`src/rtl/mbus_arb2_pkg.sv`:
```
// ---------------------------------------------------------------------------
// mbus_arb2_pkg -- constants shared by the CPU and its memory-bus arbiter.
//
// Holds the arbiter state codes (also exported on the 'owner' test port),
// the CPU scheduler phase codes, and the test-mux select codes that pick
// which internal observation signal is routed to a test pin.
// ---------------------------------------------------------------------------
package mbus_arb2_pkg;

  // Arbiter state codes; the encoding is visible on the 'owner' port.
  typedef enum logic [1:0] {
    ST_IDLE = 2'b00,
    ST_OWN0 = 2'b01,
    ST_OWN1 = 2'b10
  } arb_state_e;

  // CPU scheduler phases.  The CPU asks for the bus during any of them.
  localparam logic [1:0] PH_F = 2'd0;  // fetch
  localparam logic [1:0] PH_E = 2'd1;  // execute
  localparam logic [1:0] PH_M = 2'd2;  // memory
  localparam logic [1:0] PH_W = 2'd3;  // write-back

  // Test-mux selects for the arbiter observation ports.
  localparam logic [1:0] TSEL_NONE  = 2'd0;
  localparam logic [1:0] TSEL_OWNER = 2'd1;
  localparam logic [1:0] TSEL_BURST = 2'd2;

  // Grant decode for a given master index out of a state code.
  function automatic logic owns(input arb_state_e st, input logic idx);
    return idx ? (st == ST_OWN1) : (st == ST_OWN0);
  endfunction

endpackage

```
`src/rtl/mbus_arb2.sv`:
```
// ---------------------------------------------------------------------------
// mbus_arb2 -- two-master arbiter for a single shared memory bus.
//
// Master 0 is the CPU, master 1 is the DMA / debug loader.  One master owns
// the bus at a time; the owner transfers in every cycle it holds req.  A
// waiting master is served after at most MAX_BURST transfers of the owner,
// and ties from IDLE go to the master that did not own the bus last.
//
// Ports:
//   clk, reset              clock, synchronous active-high reset
//   mX_req/aout/dout/wen    master request, address, write data, write enable
//   mX_gnt                  registered grant (decoded from the state flop)
//   mX_din                  read data returned to the master (broadcast)
//   mbus_aout/dout/wen      shared bus address, write data, write strobe
//   mbus_din                shared bus read data
//   owner                   state code, for test muxes
//   burst_cnt               transfers made in the current burst
// ---------------------------------------------------------------------------
module mbus_arb2
  import mbus_arb2_pkg::*;
#(
  parameter int unsigned WIDTH     = 32,
  parameter int unsigned ADDR_SIZE = 32,
  parameter int unsigned MAX_BURST = 8
) (
  input  logic                 clk,
  input  logic                 reset,
  input  logic                 m0_req,
  input  logic [ADDR_SIZE-1:0] m0_aout,
  input  logic [WIDTH-1:0]     m0_dout,
  input  logic                 m0_wen,
  input  logic                 m1_req,
  input  logic [ADDR_SIZE-1:0] m1_aout,
  input  logic [WIDTH-1:0]     m1_dout,
  input  logic                 m1_wen,
  output logic                 m0_gnt,
  output logic                 m1_gnt,
  output logic [WIDTH-1:0]     m0_din,
  output logic [WIDTH-1:0]     m1_din,
  output logic [ADDR_SIZE-1:0] mbus_aout,
  output logic [WIDTH-1:0]     mbus_dout,
  output logic                 mbus_wen,
  input  logic [WIDTH-1:0]     mbus_din,
  output logic [1:0]           owner,
  output logic [7:0]           burst_cnt
);

  // Count value at which the current transfer ends a full burst.
  localparam logic [7:0] BURST_LAST = 8'(MAX_BURST - 1);

  arb_state_e state_q, state_d;
  logic [7:0] cnt_q, cnt_d;
  logic       last_owner_q, last_owner_d;

  always_comb begin
    state_d      = state_q;
    cnt_d        = cnt_q;
    last_owner_d = last_owner_q;

    case (state_q)
      ST_IDLE: begin
        // On a tie, master 0 wins only if master 1 owned the bus last.
        if (m0_req && (!m1_req || last_owner_q)) begin
          state_d = ST_OWN0;
        end else if (m1_req) begin
          state_d = ST_OWN1;
        end
      end

      ST_OWN0: begin
        if (!m0_req) begin
          state_d = m1_req ? ST_OWN1 : ST_IDLE;
        end else if (cnt_q == BURST_LAST) begin
          // Burst expired: rotate if the other master waits, else wrap.
          if (m1_req) begin
            state_d = ST_OWN1;
          end else begin
            cnt_d = '0;
          end
        end else begin
          cnt_d = cnt_q + 8'd1;
        end
      end

      ST_OWN1: begin
        if (!m1_req) begin
          state_d = m0_req ? ST_OWN0 : ST_IDLE;
        end else if (cnt_q == BURST_LAST) begin
          if (m0_req) begin
            state_d = ST_OWN0;
          end else begin
            cnt_d = '0;
          end
        end else begin
          cnt_d = cnt_q + 8'd1;
        end
      end

      default: begin
        // 2'b11 is never entered; recover to IDLE if it ever appears.
        state_d = ST_IDLE;
      end
    endcase

    // Any state change starts a fresh burst and records a new owner.
    if (state_d != state_q) begin
      cnt_d = '0;
      if (state_d == ST_OWN0) begin
        last_owner_d = 1'b0;
      end else if (state_d == ST_OWN1) begin
        last_owner_d = 1'b1;
      end
    end
  end

  always_ff @(posedge clk) begin
    if (reset) begin
      state_q      <= ST_IDLE;
      cnt_q        <= '0;
      last_owner_q <= 1'b1;
    end else begin
      state_q      <= state_d;
      cnt_q        <= cnt_d;
      last_owner_q <= last_owner_d;
    end
  end

  assign m0_gnt    = owns(state_q, 1'b0);
  assign m1_gnt    = owns(state_q, 1'b1);
  assign owner     = state_q;
  assign burst_cnt = cnt_q;

  assign mbus_aout = m0_gnt ? m0_aout : (m1_gnt ? m1_aout : '0);
  assign mbus_dout = m0_gnt ? m0_dout : (m1_gnt ? m1_dout : '0);
  assign mbus_wen  = (m0_gnt & m0_req & m0_wen) | (m1_gnt & m1_req & m1_wen);

  assign m0_din = mbus_din;
  assign m1_din = mbus_din;

endmodule

```
`config.mk`:
```
export PLATFORM = sky130hd
export DESIGN_NAME = mbus_arb2
export DESIGN_NICKNAME = d
export VERILOG_FILES = /design/src/rtl/mbus_arb2_pkg.sv /design/src/rtl/mbus_arb2.sv
export SDC_FILE = /design/constraint.sdc
export NUM_CORES = 1
export LEC_CHECK = 0
export ABC_AREA = 1
export BUFFER_PORTS_ARGS = -buffer_cell sky130_fd_sc_hd__buf_2
export CAP_MARGIN = 20
export CORE_AREA = 3 3 119 121
export CTS_CLUSTER_SIZE = 8
export DETAILED_ROUTE_END_ITERATION = 6
export DIE_AREA = 0 0 122 124
export PLACE_DENSITY = 0.58
export SLEW_MARGIN = 5
export SYNTH_ARGS = -nofsm -noshare
export SYNTH_HDL_FRONTEND = slang
export SYNTH_SLANG_ARGS = --single-unit
```
`constraint.sdc`:
```
create_clock -name clk -period 2.3 [get_ports clk]
set_input_delay 0.345 -clock clk [delete_from_list [all_inputs] [get_ports clk]]
set_output_delay 0.345 -clock clk [all_outputs]
set_load 0.02 [all_outputs]
```
==> results by group <==
Logic synthesis
  • Number of synthesized register bits: 11
  • Post-Syn Nets: 581
  • Synth Warn #: 0
  • Top FF cell, synth: sky130_fd_sc_hd__dfxtp_1
  • Synthesized area: 2310 um^2
  • Instance count of the mapped netlist: 409
  • Seq/Total Area, Yosys: about a tenth
  • Syn avg cell area: between 5 and 6 um^2
  • Fraction of registers with async set/reset: 0%
  • Number of distinct standard cells referenced by the synthesized netlist: 31
  • Post-synth EDFFs: 0

Placement
  • Pre-CTS setup slack: 0.299 ns
  • Number of buffers inserted by port buffering: 210
  • Detailed Place HPWL: 8.61 mm
  • Placed cell count: 715
  • Routability cong.: 0.753
  • Cell Area, Placed: 3100 um^2

Drt
  • Vias: slightly below 3000
  • 1st-pass router iterations: 4
  • DR iter-0 viols: 119
  • Wire length reported by the detailed router: 10.2 mm
  • Average detailed-routed wire length per instance: between 10 and 15 um
  • DR DRC count: 0
  • Remaining antenna violation count after routing: 0
  • Vias per inst: 4.03

Setup path
  • Cells along the critical path: inv_1 -> ha_2 -> buf_6 -> nand2_1 -> nand2_1 -> buf_2
  • Highest net fanout along the worst path: 48
  • Critical Path Slowest Stage Cell: sky130_fd_sc_hd__buf_6
  • Sort of element at the start of the critical path: register
  • R2r startpoint: owner[0]$_SDFF_PP0_
  • Worst setup path startpoint: owner[1]$_SDFF_PP0_
  • Kind of end point of the critical path: output port
  • Signal arrival time at the worst endpoint: 1.76 ns
  • Worst endpoint required time: 1.96 ns
  • Worst Setup Path Type: reg -> out
  • Most Frequent Cell on Critical Path: sky130_fd_sc_hd__nand2_1
  • Biggest cell delay along the critical path: 0.32 ns

Hold path
  • Startpoint of the tightest hold check path: reset
  • Hold Path Class: in -> reg

GRT
  • Global-route wire length before repair: ~14 mm
  • Overflow left after global routing: 0
  • Via count of the first global-routing pass: 2554
  • Global-route usage over all layers: 12.1%
  • Initial antenna violation count: 1
  • Pin count of the biggest net entering global routing: 63

Clock network
  • Clk sink count: 11
  • Clock Path Buffers: 2
  • CTS tree: done
  • Number of clock buffers inserted by TritonCTS: 3
  • Root Buffer: sky130_fd_sc_hd__clkbuf_16
  • CTS H-tree depth: 1
  • Worst skew pair latency: 0.24 ns
  • Clock-pin transition on the worst setup and hold timing paths: about 0.040 ns

Timing
  • Layout Skew: 0.00271 ns
  • Minimum clock period: 2.11 ns
  • Slew Limit Fails: 0
  • Hold violation total from the final report: 0
  • Peak Freq: between 400 and 500 MHz
  • Worst Setup Slack, final: 0.192 ns
  • Setup violators final: 0
  • Post-route setup TNS: 0 ns
  • Pin slew with the least headroom to its limit: a little under 0.5 ns
  • Setup repair after global routing missed its margin: false
  • Slew Limit Headroom: 67.4%
  • Final worst path period share: 91.7%

Floorplan
  • Overall die area: about 15000 um^2
  • Core Box Area: 13200 um^2
  • Width of the chip: 122 um
  • Top-Level Pins: between 300 and 400
  • Starting utilization of the core area: 17.5%
  • Site Rows: 42
  • Die Span Y: around 120 um

Cells and area
  • Commonest non-fill, non-tap cell in the layout: sky130_fd_sc_hd__buf_2
  • Post-Layout Inst Area: 3180 um^2
  • Final-stage net count: 716
  • Final cell count without fillers: 719
  • Share of post-route cells with drive strength above 1: between 40% and 50%
  • Synth-to-Final Area Change: 37.9%
  • Leading cell types in the layout, fill and taps excluded: 210 x sky130_fd_sc_hd__buf_2, 155 x sky130_fd_sc_hd__nand2_1, 75 x sky130_fd_sc_hd__nand3_1
  • Antenna diode instance count: 0

Power and ir drop
  • Power density over the cells: 631 nW/um^2
  • Total power draw: 2.00 mW
  • Maximum vdd drop: 0.000193 V
  • Static Leakage: 1.92 nW

Job
  • Number of max-capacitance violations reported: 0

Status
  • Status: finished clean
==> repair_timing <==
item                                    in CTS  in global routing
endpoints found under the hold margin        0                  0
hold buffers                                 0                  0
setup buffers                                0                  0
resized for setup                            0                  1
endpoints found under the setup margin       0                 12
==> area by class of cell <==
cell class                 count  area (um^2)
multi-input combinational    291         1440
timing repair buffer         218         1150
clock buffer                   4         78.8
inverter                      19         71.3
fill                        1565        10000
tap                          176          220
sequential                    11          220
==> cells in the mapped netlist, types with 2 or more instances <==
cell | count | area share (%)
sky130_fd_sc_hd__nand2_2 | 10 | 2.7
sky130_fd_sc_hd__nor4_1 | 3 | 0.81
sky130_fd_sc_hd__nand3_4 | 2 | 1.5
sky130_fd_sc_hd__nand2_1 | 155 | 25
sky130_fd_sc_hd__nand4_1 | 2 | 0.54
sky130_fd_sc_hd__xor2_1 | 4 | 1.5
sky130_fd_sc_hd__inv_2 | 3 | 0.49
sky130_fd_sc_hd__nor2_4 | 2 | 0.98
sky130_fd_sc_hd__buf_1 | 5 | 0.81
sky130_fd_sc_hd__nand3_1 | 75 | 16
sky130_fd_sc_hd__or2_0 | 2 | 0.54
sky130_fd_sc_hd__dfxtp_1 | 11 | 9.5
sky130_fd_sc_hd__inv_1 | 16 | 2.6
sky130_fd_sc_hd__a21oi_2 | 8 | 3.0
sky130_fd_sc_hd__ha_1 | 6 | 3.3
sky130_fd_sc_hd__buf_4 | 65 | 21
sky130_fd_sc_hd__nor2_1 | 11 | 1.8
sky130_fd_sc_hd__clkbuf_1 | 16 | 2.6
==> report_power, final <==
| part | internal [mW] | switching, mW | total [mW] |
|---|---|---|---|
| logic | 0.494 | 0.970 | 1.46 |
| clock network | 0.233 | 0.0883 | 0.321 |
| registers | 0.207 | 0.0127 | 0.220 |
==> sequential cells by signal (all words and copies together), names as in the netlist <==
| name | count |
|---|---|
| owner | 2 |
| burst_cnt | 8 |
| last_owner_q | 1 |
==> worst max-delay path: cells and delay by family, from the launching register on <==
| family | cells | cell delay, ns |
|---|---|---|
| adders and majority gates | 1 | 0.28 |
| buffers and inverters | 3 | 0.64 |
| DFF | 1 | 0.30 |
| and+or+nand+nor | 2 | 0.27 |
==> final timing paths <==
check | endpoint | slack (ns) | depth (start not counted)
worst min register to register | last_owner_q$_SDFFE_PP1P_ | 0.47 | 2
worst max-delay path | mbus_dout[8] | 0.19 | 6
worst max register to register | last_owner_q$_SDFFE_PP1P_ | 0.37 | 12
worst min-delay path | owner[0]$_SDFF_PP0_ | 0.30 | 2
==> logic make-up (layout without fill, tap and decap cells) <==
| group | after synthesis | in the layout | synth area share (%) |
|---|---|---|---|
| XOR/XNOR | 4 | 4 | 1.52 |
| AO/OA/AOI/OAI | 13 | 13 | 4.94 |
| AND/OR/NAND/NOR | 268 | 268 | 52.4 |
| adder cells (fa/ha/maj) | 6 | 6 | 3.26 |
| flip-flops | 11 | 11 | 9.55 |
| buffers and inverters | 107 | 241 | 28.4 |
==> layer usage <==
| layer | part of all wire, % | wire, um | global-route usage [%] |
|---|---|---|---|
| met5 | 0.13 | 13 | 0 |
| met4 | 3.0 | 306 | 3.78 |
| met3 | 8.6 | 881 | 3.36 |
| met2 | 43 | 4400 | 17.1 |
| met1 | 45 | 4620 | 17.7 |
==> per-stage QoR <==
step	util, %	hold slack [ns]
after floorplan	-	0.417
after global placement	23.5	0.462
after detailed placement	23.5	0.452
after CTS	24.1	0.300
after global routing	24.1	0.305
final	24.1	0.299
Power figures use the tool's default switching activity.
